==> config.mk <==
export PLATFORM = sky130hd
export DESIGN_NAME = prom_boot_loader_flat
export DESIGN_NICKNAME = d
export VERILOG_FILES = /design/src/rtl/prom_boot_loader_if.sv /design/src/rtl/prom_boot_loader.sv /design/src/flat_wrapper.sv
export SDC_FILE = /design/constraint.sdc
export NUM_CORES = 1
export LEC_CHECK = 0
export ABC_AREA = 1
export ABC_CLOCK_PERIOD_IN_PS = 2300
export CORE_UTILIZATION = 58
export CTS_BUF_LIST = sky130_fd_sc_hd__clkbuf_8
export DETAILED_ROUTE_END_ITERATION = 6
export PLACE_DENSITY = 0.93
export SLEW_MARGIN = 10
export SYNTH_ARGS = -nofsm -noshare
export SYNTH_HDL_FRONTEND = slang
export SYNTH_SLANG_ARGS = --single-unit
==> constraint.sdc <==
create_clock -name clk -period 2.3 [get_ports clk]
set_input_delay 0.23 -clock clk [delete_from_list [all_inputs] [get_ports clk]]
set_output_delay 0.23 -clock clk [all_outputs]
set_load 0.01 [all_outputs]
==> src/rtl/prom_boot_loader_if.sv <==
// Purpose: UART-receive and PROM-write signal bundle for the boot loader.
//   rx_data_i/rx_ready_i : received byte and its valid strobe (into the loader)
//   rx_ack_o             : byte consumed (out of the loader)
//   prom_we_o/prom_addr_o/prom_data_o : one-cycle PROM word write (out of the loader)
// The master modport is the side that supplies bytes and sinks PROM writes;
// the slave modport is the boot loader itself.
interface prom_boot_loader_if #(
   parameter int unsigned ADDR_BITS = 6
);
   logic [7:0]           rx_data_i;
   logic                 rx_ready_i;
   logic                 rx_ack_o;
   logic                 prom_we_o;
   logic [ADDR_BITS-1:0] prom_addr_o;
   logic [15:0]          prom_data_o;

   modport master (
      output rx_data_i, rx_ready_i,
      input  rx_ack_o, prom_we_o, prom_addr_o, prom_data_o
   );

   modport slave (
      input  rx_data_i, rx_ready_i,
      output rx_ack_o, prom_we_o, prom_addr_o, prom_data_o
   );
endinterface

==> src/rtl/prom_boot_loader.sv <==
// Purpose: framed boot controller between the UART receiver and the instruction PROM.
//   Parses SYNC / LEN / LEN x {lo,hi} / CSUM frames, writes 16-bit words into the
//   PROM from address 0 and releases CPU reset only after a frame checksum verifies.
// Ports:
//   clk, reset_n : clock and synchronous active-low reset
//   bus (slave)  : rx byte input, rx_ack_o, PROM write strobe/address/data
//   cpu_reset_o  : active-high CPU reset
//   busy_o       : frame in progress
//   error_o      : 0 none, 1 bad LEN, 2 checksum fail, 3 inter-byte timeout
module prom_boot_loader #(
   parameter int unsigned ROM_WORDS      = 42,
   parameter logic [7:0]  SYNC_BYTE      = 8'hA5,
   parameter int unsigned TIMEOUT_CYCLES = 160
) (
   input  logic               clk,
   input  logic               reset_n,
   prom_boot_loader_if.slave  bus,
   output logic               cpu_reset_o,
   output logic               busy_o,
   output logic [1:0]         error_o
);
   localparam int unsigned ADDR_BITS = $clog2(ROM_WORDS);
   localparam int unsigned CNT_BITS  = $clog2(ROM_WORDS + 1);
   localparam int unsigned TMR_BITS  = $clog2(TIMEOUT_CYCLES);

   localparam logic [1:0] ERR_NONE = 2'd0;
   localparam logic [1:0] ERR_LEN  = 2'd1;
   localparam logic [1:0] ERR_CSUM = 2'd2;
   localparam logic [1:0] ERR_TMO  = 2'd3;

   typedef enum logic [2:0] {
      S_IDLE = 3'd0,
      S_LEN  = 3'd1,
      S_LO   = 3'd2,
      S_HI   = 3'd3,
      S_CSUM = 3'd4,
      S_RUN  = 3'd5
   } state_t;

   state_t r_state, w_state_nxt;

   logic                 r_we, w_we_nxt;
   logic [ADDR_BITS-1:0] r_prom_addr, w_prom_addr_nxt;
   logic [15:0]          r_prom_data, w_prom_data_nxt;
   logic                 r_cpu_reset, w_cpu_reset_nxt;
   logic                 r_busy, w_busy_nxt;
   logic [1:0]           r_error, w_error_nxt;
   logic [7:0]           r_sum, w_sum_nxt;
   logic [7:0]           r_lo, w_lo_nxt;
   logic [ADDR_BITS-1:0] r_addr, w_addr_nxt;
   logic [CNT_BITS-1:0]  r_remaining, w_remaining_nxt;
   logic [TMR_BITS-1:0]  r_timer, w_timer_nxt;

   logic       w_byte;
   logic       w_is_sync;
   logic       w_in_frame;
   logic       w_timeout;
   logic       w_len_bad;
   logic [7:0] w_sum_add;

   // Byte qualifiers shared by next-state and output logic
   assign w_byte     = bus.rx_ready_i;
   assign w_is_sync  = (bus.rx_data_i == SYNC_BYTE);
   assign w_in_frame = (r_state == S_LEN) || (r_state == S_LO) ||
                       (r_state == S_HI)  || (r_state == S_CSUM);
   assign w_timeout  = w_in_frame && !w_byte &&
                       (r_timer == TMR_BITS'(TIMEOUT_CYCLES - 1));
   assign w_len_bad  = (bus.rx_data_i == 8'd0) || (bus.rx_data_i > 8'(ROM_WORDS));
   assign w_sum_add  = r_sum + bus.rx_data_i;

   // Loader never back-pressures the UART
   assign bus.rx_ack_o    = bus.rx_ready_i & reset_n;
   assign bus.prom_we_o   = r_we;
   assign bus.prom_addr_o = r_prom_addr;
   assign bus.prom_data_o = r_prom_data;
   assign cpu_reset_o     = r_cpu_reset;
   assign busy_o          = r_busy;
   assign error_o         = r_error;

   // State register
   always_ff @(posedge clk) begin
      if (!reset_n) r_state <= S_IDLE;
      else          r_state <= w_state_nxt;
   end

   // Next-state logic; SYNC inside a frame is plain data
   always_comb begin
      w_state_nxt = r_state;
      if (w_timeout) begin
         w_state_nxt = S_IDLE;
      end else if (w_byte) begin
         case (r_state)
            S_IDLE, S_RUN: if (w_is_sync) w_state_nxt = S_LEN;
            S_LEN:         w_state_nxt = w_len_bad ? S_IDLE : S_LO;
            S_LO:          w_state_nxt = S_HI;
            S_HI:          w_state_nxt = (r_remaining == CNT_BITS'(1)) ? S_CSUM : S_LO;
            S_CSUM:        w_state_nxt = (w_sum_add == 8'd0) ? S_RUN : S_IDLE;
            default:       w_state_nxt = S_IDLE;
         endcase
      end
   end

   // Next values of registered outputs and datapath
   always_comb begin
      w_we_nxt        = 1'b0;
      w_prom_addr_nxt = r_prom_addr;
      w_prom_data_nxt = r_prom_data;
      w_cpu_reset_nxt = r_cpu_reset;
      w_busy_nxt      = r_busy;
      w_error_nxt     = r_error;
      w_sum_nxt       = r_sum;
      w_lo_nxt        = r_lo;
      w_addr_nxt      = r_addr;
      w_remaining_nxt = r_remaining;
      w_timer_nxt     = '0;

      if (w_timeout) begin
         w_error_nxt = ERR_TMO;
         w_busy_nxt  = 1'b0;
      end else if (w_byte) begin
         case (r_state)
            S_IDLE, S_RUN: begin
               if (w_is_sync) begin
                  w_sum_nxt       = 8'd0;
                  w_error_nxt     = ERR_NONE;
                  w_busy_nxt      = 1'b1;
                  w_cpu_reset_nxt = 1'b1;
               end
            end
            S_LEN: begin
               if (w_len_bad) begin
                  w_error_nxt = ERR_LEN;
                  w_busy_nxt  = 1'b0;
               end else begin
                  w_remaining_nxt = CNT_BITS'(bus.rx_data_i);
                  w_addr_nxt      = '0;
                  w_sum_nxt       = bus.rx_data_i;
               end
            end
            S_LO: begin
               w_lo_nxt  = bus.rx_data_i;
               w_sum_nxt = w_sum_add;
            end
            S_HI: begin
               w_we_nxt        = 1'b1;
               w_prom_addr_nxt = r_addr;
               w_prom_data_nxt = {bus.rx_data_i, r_lo};
               w_sum_nxt       = w_sum_add;
               w_addr_nxt      = ADDR_BITS'(r_addr + 1'b1);
               w_remaining_nxt = CNT_BITS'(r_remaining - 1'b1);
            end
            S_CSUM: begin
               w_busy_nxt = 1'b0;
               if (w_sum_add == 8'd0) w_cpu_reset_nxt = 1'b0;
               else                   w_error_nxt     = ERR_CSUM;
            end
            default: ;
         endcase
      end else if (w_in_frame) begin
         w_timer_nxt = TMR_BITS'(r_timer + 1'b1);
      end
   end

   // Output and datapath registers
   always_ff @(posedge clk) begin
      if (!reset_n) begin
         r_we        <= 1'b0;
         r_prom_addr <= '0;
         r_prom_data <= '0;
         r_cpu_reset <= 1'b1;
         r_busy      <= 1'b0;
         r_error     <= ERR_NONE;
         r_sum       <= '0;
         r_lo        <= '0;
         r_addr      <= '0;
         r_remaining <= '0;
         r_timer     <= '0;
      end else begin
         r_we        <= w_we_nxt;
         r_prom_addr <= w_prom_addr_nxt;
         r_prom_data <= w_prom_data_nxt;
         r_cpu_reset <= w_cpu_reset_nxt;
         r_busy      <= w_busy_nxt;
         r_error     <= w_error_nxt;
         r_sum       <= w_sum_nxt;
         r_lo        <= w_lo_nxt;
         r_addr      <= w_addr_nxt;
         r_remaining <= w_remaining_nxt;
         r_timer     <= w_timer_nxt;
      end
   end
endmodule

==> src/flat_wrapper.sv <==
// flat-port wrapper written by rule: the top's interface ports become plain ports
module prom_boot_loader_flat 
#(
   parameter int unsigned ROM_WORDS      = 42,
   parameter logic [7:0]  SYNC_BYTE      = 8'hA5,
   parameter int unsigned TIMEOUT_CYCLES = 160
)
  (clk, reset_n, cpu_reset_o, busy_o, error_o, bus_rx_data_i, bus_rx_ready_i, bus_rx_ack_o, bus_prom_we_o, bus_prom_addr_o, bus_prom_data_o);
  prom_boot_loader_if #(.ADDR_BITS((6))) bus_i ();
  input  logic clk;
  input  logic reset_n;
  output logic cpu_reset_o;
  output logic busy_o;
  output logic [1:0] error_o;
  input wire logic [$bits(bus_i.rx_data_i)-1:0] bus_rx_data_i;
  input wire logic [$bits(bus_i.rx_ready_i)-1:0] bus_rx_ready_i;
  output wire logic [$bits(bus_i.rx_ack_o)-1:0] bus_rx_ack_o;
  output wire logic [$bits(bus_i.prom_we_o)-1:0] bus_prom_we_o;
  output wire logic [$bits(bus_i.prom_addr_o)-1:0] bus_prom_addr_o;
  output wire logic [$bits(bus_i.prom_data_o)-1:0] bus_prom_data_o;
  assign bus_i.rx_data_i = bus_rx_data_i;
  assign bus_i.rx_ready_i = bus_rx_ready_i;
  assign bus_rx_ack_o = bus_i.rx_ack_o;
  assign bus_prom_we_o = bus_i.prom_we_o;
  assign bus_prom_addr_o = bus_i.prom_addr_o;
  assign bus_prom_data_o = bus_i.prom_data_o;
  prom_boot_loader #(.ROM_WORDS(ROM_WORDS), .SYNC_BYTE(SYNC_BYTE), .TIMEOUT_CYCLES(TIMEOUT_CYCLES)) u_core (.clk(clk), .reset_n(reset_n), .bus(bus_i), .cpu_reset_o(cpu_reset_o), .busy_o(busy_o), .error_o(error_o));
endmodule
==> impl_metrics.ini, run 1 <==
[cts]
clk_latency_ps = 350
cts_resized = 0
cts_sinks = 66
clk_path_buf_depth = 2
clk_pin_slew_ps = 80
cts.htree.levels = 3
postCtsHoldBufs = 0
cts_buffers = 9
ctsRootBufferMaster = clkbuf_8
cts_tree = done
postCtsSetupRepairBufs = 0

[sta]
worst_pin_slew_ps = 451
max_freq_mhz = 476
clock_skew_ps = 8.65
finalSetupTns_ps = 0
setup_viol = 0
post-route-period-util_pct = 91.3
relSlewSlack_pct = 69.9
rsz0062_at_grt = no
slew_violations = 0
fin_ws_ps = 199
period_minus_slack_ps = 2100
finalHoldViolCount = 0

[placement]
dp_hpwl_mm = 5.87
io_buffers = 38
dpl.cell_count = 598
gp_congestion = 0.938
dp_worst_setup_slack_ps = -129
place_area_mm2 = 0.00386

[floorplan]
rows = 27
core_area_mm2 = 0.00551
boundaryPins = 39
start_util_pct = 60.3
die_h_um = 77.7
dieArea_mm2 = 0.00604
fp.dieW_um = 77.7

[hold_path]
hold_depth = 2
worstHoldEndpoint = u_core.cpu_reset_o
min-delay-start = u_core.cpu_reset_o
hold_class = reg2reg

[synth]
syn-num-nets = 506
netlist_area_mm2 = 0.00332
seq_area_frac_synth_pct = 39.8
synthCells = 483
yosys_warnings = 0
postSynthAreaPerCell_um2 = 6.88
synth-seq-cells = 66
synth_cell_types = 31

[job]
cap_violations = 0

[route]
ant_nets = 0
drc = 0
wl_mm = 8.50
drtIter0Drc = 287
drtPass1Iterations = 5
wl_per_cell_um = 13.8
vias = 3451
routed_via_density = 5.62

[worst_setup_path]
slowest_stage = clkdlybuf4s50_1
worstPathCellList = clkdlybuf4s50_1, ha_1, fa_1, nand3_1, nand4_1, nand2_1, nand3_1, nor2_1, nand3_1, nand2_1, nand3_1, nand2_1, nor2_1
cp_common_cell = nand3_1
reg2reg_depth = 12
worstPathRequired_ps = 2550
cp.buffers_inverters = 1
timing.rr.start = u_core.r_sum[0]
crit_family = simple AND/OR/NAND/NOR gates
reg2reg_to = u_core.error_o[0]
timing.reg2reg.setup_slack_ps = 260
critPathCaptureType = flip-flop
arrival_ps = 2350
worst_setup_path_start_kind = input pin
cp_slowest_stage_delay_ps = 450
crit_start = bus_rx_data_i[0]
cp_max_fo = 4
critPathKind = in2reg

[final_layout]
instances_no_fill = 614
drive_gt1_share_pct = 8.49
fin_nets = 560
layout_commonest_cell = nand2_1
area_delta_synth_final_pct = 24.3
layout_common_cells = nand2_1, nor2_1, dfxtp_1, inv_1, o21ai_0
n_fill_cell = 420
antenna_cells = 0
final_cell_area_mm2 = 0.00413

[pwr]
leakagePower_nw = 1.86
power_density_mw_per_mm2 = 626
irDropWorstVdd_uv = 570

[global_route]
antenna_found_initial = 0
grt_pass1_wl_mm = 14.4
grtUsageTotal_pct = 30.3
grt_pass1_vias = 3208
grt_overflow = 0
grt_start_max_net_pins = 36

[run_status]
status = completed
==> worst max path at each step <==
stage	to	slack [ps]	depth (start not counted)
final	u_core.error_o[0]	200	13
after global routing	u_core.error_o[0]	80	13
after CTS	u_core.error_o[0]	240	13
after detailed placement	u_core.error_o[0]	-130	12
after global placement	u_core.error_o[0]	-70	12
after floorplan	u_core.error_o[0]	460	11
==> routing by layer <==
layer / vias to the layer above / track usage (%) / wire [µm]
met5: - / 0 / 0
met4: 0 / 14.7 / 154
met3: 17 / 4.59 / 593
met2: 158 / 50.9 / 4160
met1: 1590 / 37.9 / 3590
li1: 1686 / - / -
==> power by group <==
| group | switching, mW | total [mW] | internal [mW] |
|---|---|---|---|
| logic | 0.0792 | 0.132 | 0.0525 |
| clock network | 0.479 | 1.31 | 0.832 |
| registers | 0.000609 | 1.14 | 1.14 |
| total | 0.559 | 2.59 | 2.03 |
==> Yosys cell counts, drive strengths merged <==
cell / count / area [µm²]
nor2: 69 / 267
dfxtp: 66 / 1320
a211oi: 1 / 7.51
nor3: 5 / 25.0
a21oi: 48 / 252
xor2: 7 / 61.3
clkbuf: 5 / 18.8
xnor2: 1 / 8.76
o22ai: 4 / 25.0
nor3b: 3 / 22.5
a21boi: 1 / 7.51
nand3: 26 / 135
ha: 11 / 138
o21a: 1 / 7.51
o211ai: 1 / 7.51
o21ai: 48 / 240
nand2: 104 / 408
clkinv: 1 / 3.75
buf: 8 / 45.0
fa: 1 / 20.0
inv: 60 / 228
nand4: 12 / 75.1
==> worst min-delay path, cell delays in order (launching register included) <==
cell and delay, ps:
dfxtp_1 330, nand2_1 50, nand3_1 50
==> cell families after synthesis <==
kind of cell / after synthesis / synth area share, %
buffers and inverters: 74 / 8.89
DFF: 66 / 39.8
and+or+nand+nor: 219 / 28.0
adders and majority gates: 12 / 4.74
xor gates and xnor gates: 8 / 2.11
AOI/OAI and AO/OA: 104 / 16.5
==> metrics by stage <==
step | util, % | power [mW] | hold slack (ps)
2_1_floorplan | - | 1.24 | 373
3_3_place_gp | 70.2 | 1.29 | 442
3_5_place_dp | 70.2 | 1.30 | 450
4_1_cts | 75.0 | 2.59 | 473
5_1_grt | 75.0 | 2.66 | 500
6_report | 75.0 | 2.59 | 464
==> area by class of cell <==
cell class              instances  area (µm²)  area share [%]
clock buffers                   9         124            3.00
clock inverters                 7         141            3.42
inverters                      61         231            5.60
multi-input cells             343        1710            41.3
flip-flops and latches         66        1320            32.0
well taps                      72        90.1            2.18
repair buffers                 56         515            12.5
==> sequential cells by signal (all words and copies together), names as in the netlist <==
signal / count
u_core.bus.prom_data_o: 16
u_core.r_lo: 8
u_core.r_sum: 8
u_core.r_timer: 8
u_core.bus.prom_addr_o: 6
u_core.r_addr: 6
u_core.r_remaining: 6
u_core.r_state: 3
u_core.error_o: 2
u_core.bus.prom_we_o: 1
u_core.busy_o: 1
u_core.cpu_reset_o: 1
(Power assumes the default switching activity.)
==> run 2, diff against run 1 <==
Settings changed: ABC_AREA 1 to unset.
==> run 2 against run 1 <==
Effect of this change: the flow now finishes with violations (negative setup slack); die area up 1.8%; global-route usage up 0.73 points; via count down 3.6%; clock skew up 0.63 ps; worst setup slack worse by 420 ps; power down 16%; cell count down 10%; critical path type is now reg2reg; critical endpoint is now u_core.error_o[1]; largest cell class unchanged; highest routed layer unchanged.
==> impl_metrics.ini, run 2 <==
[synth]
synth_ff_type = dfxtp_1
yosysTopAreaCell = dfxtp_1
yosys-top-cells-area = dfxtp_1, nand2_1, mux2i_1
netlist_area_mm2 = 0.00338
synth_commonest_cells = nand2_1, dfxtp_1, nor2_1, a21oi_1
seq_area_frac_synth_pct = 39.1
synthMuxAreaShare_pct = 4.14
synth_top_area_share_pct = 39.1
postSynthAreaPerCell_um2 = 8.46
synth_top_family_by_area = simple AND/OR/NAND/NOR gates
yosys.cell_count.top_type = nand2_1
synth_xor_area_share_pct = 3.11
synth_cell_types = 63
synth-seq-cells = 66
synth-edff-count = 0
syn-num-nets = 423
yosys_warnings = 0
synthCells = 400
async_flop_share_pct = 0
synth_compound_area_share_pct = 21.3
yosys.area_share.simple_pct = 24.2
synthAdderAreaFrac_pct = 4.66

[worst_setup_path]
critPathCaptureType = flip-flop
timing.rr.start = u_core.r_sum[0]
cp_max_fo = 5
worstPathRequired_ps = 2540
arrival_ps = 2760
timing.reg2reg.setup_slack_ps = -220
worst_setup_path_start_kind = flip-flop
reg2reg_to = u_core.error_o[1]
critPathKind = reg2reg
reg2reg_depth = 8

[cts]
cts_buffers = 9
clk_latency_ps = 360
cts_tree = done
ctsRootBufferMaster = clkbuf_8
cts_sinks = 66
clk_path_buf_depth = 2
cts.htree.levels = 3
clk_pin_slew_ps = 70

[sta]
slew_violations = 0
max_freq_mhz = 397
post-route-period-util_pct = 109
clock_skew_ps = 9.29
period_minus_slack_ps = 2520
worst_pin_slew_ps = 533
fin_ws_ps = -217
setup_viol = 6
relSlewSlack_pct = 63.6
finalHoldViolCount = 0
rsz0062_at_grt = yes

[hold_path]
hold_depth = 4
hold_class = in2reg
min-delay-start = bus_rx_data_i[1]
worstHoldEndpoint = u_core.bus.prom_data_o[9]

[route]
drtPass1Iterations = 5
vias = 3328
dr_wl_met2_mm = 4.57
wl_per_cell_um = 16.8
drtIter0Drc = 407
wl_mm = 9.26
wl_met1_mm = 3.66
ant_nets = 0
wl_met3_um = 690
drc = 0
routed_via_density = 6.04
maxUsedRoutingLayer = met4

[final_layout]
final_cell_area_mm2 = 0.00436
final_core_util_pct = 78.2
layout_commonest_cell = nand2_1
area_delta_synth_final_pct = 28.9
drive_gt1_share_pct = 18.2
instances_no_fill = 551
seq_area_mm2 = 0.00132
layout_common_cells = nand2_1, dfxtp_1, buf_4, clkdlybuf4s50_1, nor2_1
fin_nets = 497
antenna_cells = 0
multi_input_area_mm2 = 0.00200
largest_register_ffs = 16
n_fill_cell = 333

[global_route]
grt_pass1_wl_mm = 14.7
grt_pass1_vias = 3124
grt_overflow = 0
antenna_found_initial = 0
grtUsageTotal_pct = 31.1
grt_start_max_net_pins = 40

[placement]
dpl.cell_count = 533
place_area_mm2 = 0.00412
io_buffers = 38
gp_congestion = 0.907
dp_hpwl_mm = 6.21

[run_status]
status = finished with violations
violations = negative setup slack

[pwr]
power_density_mw_per_mm2 = 497
irDropWorstVdd_uv = 421
leakagePower_nw = 1.58

[floorplan]
fp.dieW_um = 78.4
rows = 27
boundaryPins = 39
dieArea_mm2 = 0.00614
core_area_mm2 = 0.00557
die_h_um = 78.4
start_util_pct = 60.7

[job]
cap_violations = 0
-- run 2: changes by cell type after synthesis, moves of 5 or more --
cell / previous run / this run
a21boi_0: 1 / 18
a21oi_1: 47 / 22
a31oi_1: 0 / 5
clkbuf_1: 5 / 14
inv_1: 55 / 8
mux2i_1: 0 / 14
nand2_1: 101 / 74
nand3_1: 25 / 18
nand4_1: 12 / 2
nor2_1: 66 / 29
nor2b_1: 0 / 17
o21ai_0: 48 / 15
-- run 2: report_power, final --
group,switching (mW),internal [mW]
clock network,0.462,0.419
registers,0.000396,1.14
logic,0.0793,0.0638
total,0.541,1.63
-- run 2: what timing repair did --
item / 4_1_cts / 5_1_grt
setup buffers: 2 / 0
gates resized for setup: 4 / 6
cloned: 0 / 0
pin swaps: 6 / 2
setup endpoints to repair: 7 / 13
hold buffers: 0 / 0
hold endpoints to repair: 0 / 0
-- run 2: critical path, cell delays in order, from the launching register on --
cell	delay, ps
dfxtp_2	350
ha_4	170
fa_2	370
a21o_2	210
a21oi_2	150
xor2_1	180
nand3_1	120
or4b_4	540
o311a_1	310
-- run 2: area by class of cell --
| class | count | area share (%) |
|---|---|---|
| Clock buffer | 10 | 3.16 |
| Tap cell | 72 | 2.07 |
| Sequential cell | 66 | 30.3 |
| Inverter | 9 | 0.775 |
| Multi-Input combinational cell | 305 | 45.9 |
| Timing Repair Buffer | 83 | 16.8 |
| Clock inverter | 6 | 0.976 |
-- run 2: how the worst max path moves through the flow --
stage | startpoint | endpoint | slack, ps | depth (start not counted)
after floorplan | u_core.r_sum[0] | u_core.error_o[1] | -60 | 8
after global placement | bus_rx_data_i[0] | u_core.error_o[1] | -580 | 9
after CTS | u_core.r_sum[0] | u_core.error_o[1] | -230 | 8
final | u_core.r_sum[0] | u_core.error_o[1] | -220 | 8
after global routing | u_core.r_sum[0] | u_core.error_o[1] | -310 | 8
after detailed placement | bus_rx_data_i[0] | u_core.error_o[1] | -650 | 9
-- run 2: cell families after synthesis --
logic type	Yosys count
AND/OR/NAND/NOR	170
AO/OA/AOI/OAI	97
flip-flops	66
buffers and inverters	29
multiplexers	14
XOR/XNOR	12
adder cells (fa/ha/maj)	12
-- run 2: through the flow --
stage	TNS (ps)	setup WS (ps)	hold slack, ps	power, mW
floorplan	-69.5	-59.9	375	1.23
global placement	-4700	-585	441	1.30
detailed placement	-6210	-646	451	1.30
CTS	-873	-230	461	2.16
global route	-1350	-312	426	2.23
finish	-830	-217	413	2.17
-- run 2: routing by layer --
metal | GRT usage (%) | up-vias
li1 | - | 1550
met1 | 37.5 | 1556
met2 | 51.6 | 188
met3 | 6.51 | 34
met4 | 16.9 | 0
met5 | 0 | -
